## src/rtl/wide_serializer_if.sv

```systemverilog
// Word-in / beat-out handshake bundle for wide_serializer.
interface wide_serializer_if #(
    parameter int DATA_WIDTH = 480,
    parameter int CTRL_WIDTH = 32,
    parameter int OUT_WIDTH  = 8
);
    logic [DATA_WIDTH-1:0] in_data;
    logic [CTRL_WIDTH-1:0] in_ctl;
    logic                  datavalid;
    logic                  in_rdy;
    logic [OUT_WIDTH-1:0]  out_data;
    logic                  out_wr;
    logic                  out_last;
    logic                  out_rdy;

    modport master (
        output in_data, in_ctl, datavalid, out_rdy,
        input  in_rdy, out_data, out_wr, out_last
    );

    modport slave (
        input  in_data, in_ctl, datavalid, out_rdy,
        output in_rdy, out_data, out_wr, out_last
    );
endinterface

```

## src/rtl/wide_serializer.sv

```systemverilog
// Serializes a wide word into MSB-first beats with per-word length
// and end-of-packet marking; reloads on the final beat with no bubble.
module wide_serializer #(
    parameter int DATA_WIDTH = 480,
    parameter int CTRL_WIDTH = 32,
    parameter int OUT_WIDTH  = 8
) (
    input  logic              clk,
    input  logic              rst,
    wide_serializer_if.slave  bus
);
    localparam int N  = DATA_WIDTH / OUT_WIDTH;
    localparam int CW = $clog2(N) + 1;

    typedef enum logic {IDLE = 1'b0, SEND = 1'b1} state_t;

    state_t                r_state;
    state_t                w_state_nxt;
    logic [DATA_WIDTH-1:0] r_shift;
    logic [DATA_WIDTH-1:0] w_shift_nxt;
    logic [CW-1:0]         r_cnt;
    logic [CW-1:0]         w_cnt_nxt;
    logic [CW-1:0]         r_len;
    logic [CW-1:0]         w_len_nxt;
    logic [CW-1:0]         w_eff_len;
    logic                  r_eop;
    logic                  w_eop_nxt;
    logic                  r_last;
    logic                  w_last_nxt;
    logic                  w_fire_in;
    logic                  w_fire_out;
    logic                  w_final;
    logic [15:0]           w_ctl_len;
    logic                  w_unused_ctl;

    // A zero or oversized length means "the whole word".
    assign w_ctl_len = bus.in_ctl[15:0];
    assign w_eff_len = (w_ctl_len == 16'd0 || w_ctl_len > 16'(N))
                       ? CW'(N) : w_ctl_len[CW-1:0];
    assign w_unused_ctl = ^bus.in_ctl[CTRL_WIDTH-2:16];

    assign w_final    = (r_cnt == r_len - CW'(1));
    assign bus.in_rdy = (r_state == IDLE)
                     || (r_state == SEND && w_final && bus.out_rdy);
    assign w_fire_in  = bus.datavalid && bus.in_rdy;
    assign w_fire_out = (r_state == SEND) && bus.out_rdy;

    assign bus.out_wr   = (r_state == SEND);
    assign bus.out_data = r_shift[DATA_WIDTH-1 -: OUT_WIDTH];
    assign bus.out_last = r_last;

    always_ff @(posedge clk or negedge rst) begin
        if (!rst) begin
            r_state <= IDLE;
            r_shift <= '0;
            r_cnt   <= '0;
            r_len   <= '0;
            r_eop   <= 1'b0;
            r_last  <= 1'b0;
        end else begin
            r_state <= w_state_nxt;
            r_shift <= w_shift_nxt;
            r_cnt   <= w_cnt_nxt;
            r_len   <= w_len_nxt;
            r_eop   <= w_eop_nxt;
            r_last  <= w_last_nxt;
        end
    end

    always_comb begin
        w_state_nxt = r_state;
        case (r_state)
            IDLE: if (w_fire_in) w_state_nxt = SEND;
            SEND: if (w_fire_out && w_final && !w_fire_in) w_state_nxt = IDLE;
        endcase
    end

    always_comb begin
        w_shift_nxt = r_shift;
        w_cnt_nxt   = r_cnt;
        w_len_nxt   = r_len;
        w_eop_nxt   = r_eop;
        w_last_nxt  = r_last;
        if (w_fire_in) begin
            w_shift_nxt = bus.in_data;
            w_cnt_nxt   = '0;
            w_len_nxt   = w_eff_len;
            w_eop_nxt   = bus.in_ctl[CTRL_WIDTH-1];
            w_last_nxt  = bus.in_ctl[CTRL_WIDTH-1] && (w_eff_len == CW'(1));
        end else if (w_fire_out && w_final) begin
            w_shift_nxt = '0;
            w_cnt_nxt   = '0;
            w_last_nxt  = 1'b0;
        end else if (w_fire_out) begin
            w_shift_nxt = r_shift << OUT_WIDTH;
            w_cnt_nxt   = r_cnt + CW'(1);
            // Flag the next beat if it will be the word's last.
            w_last_nxt  = r_eop && (r_cnt + CW'(1) == r_len - CW'(1));
        end
    end
endmodule

```

## src/flat_wrapper.sv

```systemverilog
// flat-port wrapper written by rule: the top's interface ports become plain ports
module wide_serializer_flat 
#(
    parameter int DATA_WIDTH = 480,
    parameter int CTRL_WIDTH = 32,
    parameter int OUT_WIDTH  = 8
)
  (clk, rst, bus_in_data, bus_in_ctl, bus_datavalid, bus_out_rdy, bus_in_rdy, bus_out_data, bus_out_wr, bus_out_last);
  wide_serializer_if #(.DATA_WIDTH(DATA_WIDTH), .CTRL_WIDTH(CTRL_WIDTH), .OUT_WIDTH(OUT_WIDTH)) bus_i ();
  input  logic clk;
  input  logic rst;
  input wire logic [$bits(bus_i.in_data)-1:0] bus_in_data;
  input wire logic [$bits(bus_i.in_ctl)-1:0] bus_in_ctl;
  input wire logic [$bits(bus_i.datavalid)-1:0] bus_datavalid;
  input wire logic [$bits(bus_i.out_rdy)-1:0] bus_out_rdy;
  output wire logic [$bits(bus_i.in_rdy)-1:0] bus_in_rdy;
  output wire logic [$bits(bus_i.out_data)-1:0] bus_out_data;
  output wire logic [$bits(bus_i.out_wr)-1:0] bus_out_wr;
  output wire logic [$bits(bus_i.out_last)-1:0] bus_out_last;
  assign bus_i.in_data = bus_in_data;
  assign bus_i.in_ctl = bus_in_ctl;
  assign bus_i.datavalid = bus_datavalid;
  assign bus_i.out_rdy = bus_out_rdy;
  assign bus_in_rdy = bus_i.in_rdy;
  assign bus_out_data = bus_i.out_data;
  assign bus_out_wr = bus_i.out_wr;
  assign bus_out_last = bus_i.out_last;
  wide_serializer #(.DATA_WIDTH(DATA_WIDTH), .CTRL_WIDTH(CTRL_WIDTH), .OUT_WIDTH(OUT_WIDTH)) u_core (.clk(clk), .rst(rst), .bus(bus_i));
endmodule
```

## config.mk

```make
export PLATFORM = sky130hd
export DESIGN_NAME = wide_serializer_flat
export DESIGN_NICKNAME = d
export VERILOG_FILES = /design/src/rtl/wide_serializer_if.sv /design/src/rtl/wide_serializer.sv /design/src/flat_wrapper.sv
export SDC_FILE = /design/constraint.sdc
export NUM_CORES = 1
export LEC_CHECK = 0
export CAP_MARGIN = 20
export CORE_UTILIZATION = 30
export CTS_CLUSTER_SIZE = 16
export DETAILED_ROUTE_END_ITERATION = 6
export GPL_TIMING_DRIVEN = 0
export PLACE_DENSITY = 0.49
export SLEW_MARGIN = 5
export SYNTH_ARGS = -nofsm -noshare
export SYNTH_HDL_FRONTEND = slang
export SYNTH_SLANG_ARGS = --single-unit
```

## constraint.sdc

```tcl
create_clock -name clk -period 4 [get_ports clk]
set_input_delay 1 -clock clk [delete_from_list [all_inputs] [get_ports clk]]
set_output_delay 1 -clock clk [all_outputs]
set_load 0.03 [all_outputs]
```

Word level (Yosys, flattened, before mapping)
Index checks and enable logic that the tools add are counted.
Widths: inputs -> output; s select.
Cells by class
  muxes and demuxes: 13
  add/subtract/negate cells: 2
  reduce and logical (&&, ||, !) cells: 13
  equality and inequality tests: 3
  order comparisons: 1
  bitwise operators: 1
Operators by type and width (number)
  $mux 480: 3
  $mux 7: 4
  $gt 16x6->1 const B: 1
  $logic_not 16->1: 1
  $eq 7x7->1: 2
  $logic_and 1x1->1: 8
  $add 7x1->7 const B: 1
  $eq 7x1->1 const B: 1
  $sub 7x1->7 const B: 1
  $mux 1: 5
  $reduce_bool 3->1: 1
  $logic_or 1x1->1: 2
  $pmux 1 s2: 1
  $logic_not 1->1: 1
  $not 1->1: 1
Word-level totals
  word-level logic and storage cells: 39
  register bits: 497
  output and inout bits: 11
  bits of input ports: 516

Depth between registers and ports, before layout
  depth after elaboration: 10
  depth in mapped cells: 11
  mapped depth without buffers: 9

Worst setup path before layout
Ideal clock, no wire load.
  kind: in2out
  start: in bus_out_rdy
  end: out bus_in_rdy
  buffers on the path: 0
  required time: 3.000 ns
  stages: 5
  path slack: 0.948 ns
  data arrival time: 2.052 ns
  cells stage by stage: nand2_1 or3_1 a31oi_1 a41oi_2 inv_1
Between the ends
  longest elaborated chain between the ends: 2
RTL lines
  from (decl): line flat_wrapper.sv:15  | input wire logic [$bits(bus_i.out_rdy)-1:0] bus_out_rdy;
  $logic_and 1x1->1: line wide_serializer.sv:44  | || (r_state == SEND && w_final && bus.out_rdy);
  $logic_or 1x1->1: line wide_serializer.sv:44
  to (decl): line flat_wrapper.sv:16  | output wire logic [$bits(bus_i.in_rdy)-1:0] bus_in_rdy;
Every way passes these cells.

Worst setup path in the final report
  start: reg u_core.r_len[0]
  end: out bus_in_rdy
Between the ends
  longest elaborated chain between the ends: 5
RTL lines
  from (decl): line wide_serializer.sv:23  | logic [CW-1:0] r_len;
  from (signal assigned): line wide_serializer.sv:64  | r_len <= w_len_nxt;
  $sub 7x1->7: line wide_serializer.sv:42  | assign w_final = (r_cnt == r_len - CW'(1));
  $eq 7x7->1: line wide_serializer.sv:42
  $logic_and 1x1->1 (2 in a row): line wide_serializer.sv:44
  $logic_or 1x1->1: line wide_serializer.sv:44
Every way passes these cells.

==> results.py <==
metrics = {
    "clocking": {
        "clk_latency_ns": 0.61,
        "tritoncts": "built",
        "tritoncts.num_buffers": 56,
        "cts_buffer_depth": 3,
        "cts_htree_levels": 2,
        "post_cts.repair.setup_buffers": 0,
        "cts.reportedPaths.clkPinSlew_ns": 0.06,
        "ctsResizeCount": 4,
        "cts-hold-fix-buffers": 0,
        "cts_num_sinks": 497,
        "root_buffer": "clkbuf_16",
    },
    "sta": {
        "fmax_mhz": 260,
        "rsz0062_at_grt": "no",
        "final.period_utilization_pct": 96.1,
        "period_needed_ns": 3.84,
        "timing.final.hold_violations": 0,
        "final_max_slew_violation_count": 0,
        "final_critical_path_setup_slack_ns": 0.157,
        "worst_clock_skew_ns": 0.0236,
        "slew_headroom_pct": 36.5,
        "setup-violations-final": 0,
        "transition_time_of_the_tightest_slew_check_pin_ns": 0.952,
    },
    "worst_setup_path": {
        "list_of_cells_traversed_by_the_critical_path": "inv_1 -> ha_1 -> or3b_4 -> o21a_1 -> or2_2 -> a41oi_4 -> inv_1 -> clkdlybuf4s15_2",
        "cpMostUsedCell": "inv_1",
        "critPathLaunchType": "flip-flop",
        "setup.worst_path.class": "reg2out",
        "critical-path-top-delay-family": "simple AND/OR/NAND/NOR gates",
        "cp_num_buf_inv": 3,
        "timing.critical_path.fanout_max": 4,
        "critPathCaptureType": "output pin",
        "cp_slowest_stage_delay_ns": 0.42,
        "worst-endpoint-required_ns": 3.00,
        "critical-path-slowest-cell": "dfrtp_1",
        "cp.arrival_ns": 2.84,
    },
    "yosys": {
        "ys_async_sr_fraction_pct": 100,
        "synth_edf_count": 0,
        "synth.ff_latch_count": 497,
        "yosysSeqAreaShare_pct": 56.9,
        "postSynth.topFlopCell": "dfrtp_1",
        "synth_area_per_cell_sq_um": 12.7,
        "synth_cells": 1725,
        "yosys_warnings": 0,
        "syn_nets": 2243,
        "dominant_combinational_cell_family_by_area_after_synthesis": "compound AO/OA/AOI/OAI gates",
        "synthesis.area_sq_um": 21800,
        "yosys.area_share.xor_xnor_pct": 0.601,
        "synth_adder_area_share_pct": 0.115,
        "synth_compound_area_share_pct": 36.3,
        "synthDistinctLibCells": 36,
        "yosys-mux-area-fraction_pct": 0.424,
        "post_synthesis_simple_gate_area_fraction_pct": 1.19,
    },
    "run_status": {
        "run_status": "complete, no violations",
    },
    "pwr": {
        "power-per-cell-area_nw_per_um2": 365,
        "p_leak_nw": 17.5,
        "vdd_drop_max_mv": 0.301,
    },
    "hold_path": {
        "hold_path_class": "in2async",
    },
    "cells_and_area": {
        "mostFrequentLayoutCells": "clkdlybuf4s50_1, dfrtp_1, a22o_1",
        "layout-drive-gt1-share_pct": 8.80,
        "area_growth_syn_to_layout_pct": 37.9,
        "final_cells": 3322,
        "post_route_standard_cell_area_excluding_fillers_sq_um": 30100,
        "mostFrequentLayoutCell": "clkdlybuf4s50_1",
        "final_net_count": 2816,
    },
    "placed_design": {
        "portBuffers": 511,
        "dp.cells": 3190,
        "post-dp-hpwl_um": 58300,
        "gp_congestion": 0.845,
        "pre_cts_slack_ns": -0.190,
        "placed_cell_area_sq_um": 28300,
    },
    "detailed_routing": {
        "wl_per_cell_um": 23.3,
        "vias_per_cell": 5.18,
        "remaining_drc_errors": 0,
        "drt_iter0_drc": 1035,
        "finalWirelength_um": 77300,
        "first_pass_iters": 5,
        "ant_nets": 0,
        "detailroute.via_count": 17200,
    },
    "grt": {
        "initial_antenna_violation_count": 53,
        "grt_pass1_vias": 18700,
        "global_route.usage.total_pct": 20.5,
        "grt_start_max_net_pins": 112,
        "wire_length_of_the_first_global_routing_pass_um": 116000,
        "global_route_total_overflow": 0,
    },
    "floorplanning": {
        "core.rowCount": 98,
        "fp.dieW_um": 272,
        "dieHeight_um": 272,
        "num_io_pins": 527,
        "initial_core_util_pct": 30.5,
        "fp.dieArea_sq_um": 73900,
        "fp.coreArea_sq_um": 71700,
    },
    "run": {
        "cap_violations": 0,
    },
}
power by group:
part / total [mW] / internal [mW] / switching, mW / leakage, nW
registers: 5.07 / 5.04 / 0.0239 / 6.90
clock network: 4.95 / 2.84 / 2.12 / 0.861
logic: 0.965 / 0.528 / 0.437 / 9.75
total: 11.0 / 8.41 / 2.58 / 17.5
state kept, by name, indices dropped and copies added (netlist names):
| register | flops |
|---|---|
| u_core.bus.out_wr | 1 |
| u_core.r_cnt | 7 |
| u_core.r_eop | 1 |
| u_core.bus.out_last | 1 |
| u_core.r_shift | 480 |
| u_core.r_len | 7 |
cells by family after synthesis:
family / count (synthesis)
compound gates: 974
flops: 497
buf+inv: 180
simple gates: 48
xor+xnor: 15
mux: 9
fa+ha+maj: 2
area by class of cell:
cell class,count,area (sq um)
Clock inverter,15,139
Inverter,11,41.3
Clock buffer,86,1620
Antenna cell,31,77.6
Multi-Input combinational cell,1048,8460
Fill cell,6877,41600
Buffer,169,938
Tap cell,950,1190
Sequential cell,497,12400
Timing Repair Buffer,515,5230
per-stage QoR:
stage	total power [mW]	hold slack, ns	util [%]	setup TNS (ns)
global placement	6.13	0.487	39.2	-
floorplan	5.37	0.466	-	0
CTS	11.2	0.433	41.9	0
detailed placement	6.13	0.487	39.4	-3.43
global route	11.4	0.459	42.0	0
finish	11.0	0.404	42.0	0
cell usage after synthesis (all sizes together) (3+ instances only):
master	number	share of area [%]
and3	3	0.086
o21a	3	0.10
buf	108	3.2
xor2	4	0.16
nand2	8	0.14
or2	4	0.11
or3	3	0.086
a22o	484	19
dfrtp	497	57
nor3	6	0.14
o211ai	4	0.14
a21o	473	16
clkbuf	61	1.0
nand3	6	0.14
mux2i	7	0.32
nor4	3	0.086
nor2	9	0.15
xnor2	11	0.44
inv	11	0.19
layer usage:
metal,global-route usage [%],routed length (um)
met2,34.1,38300
met5,0,249
met3,4.98,4620
met1,25.5,31900
met4,8.40,2200
final timing paths:
path	cells after the start	start	slack, ns	endpoint
max	8	u_core.r_len[0]	0.16	bus_in_rdy
min reg2reg	1	u_core.r_shift[0]	0.50	u_core.r_shift[0]
min	1	rst	0.40	u_core.r_shift[472]
max in group asynchronous	3	rst	1.98	u_core.r_shift[294]
min in group clk	1	u_core.r_shift[0]	0.50	u_core.r_shift[0]
max reg2reg	10	u_core.r_len[0]	0.96	u_core.r_shift[116]
worst register-to-register path, delay by kind of cell (launching register included):
kind | cells | cell delay (ns)
buffers and inverters | 3 | 0.84
AOI/OAI and AO/OA | 4 | 0.80
and+or+nand+nor | 2 | 0.75
DFF | 1 | 0.42
adders and majority gates | 1 | 0.17
No activity file was read; power rests on OpenSTA's default activity.
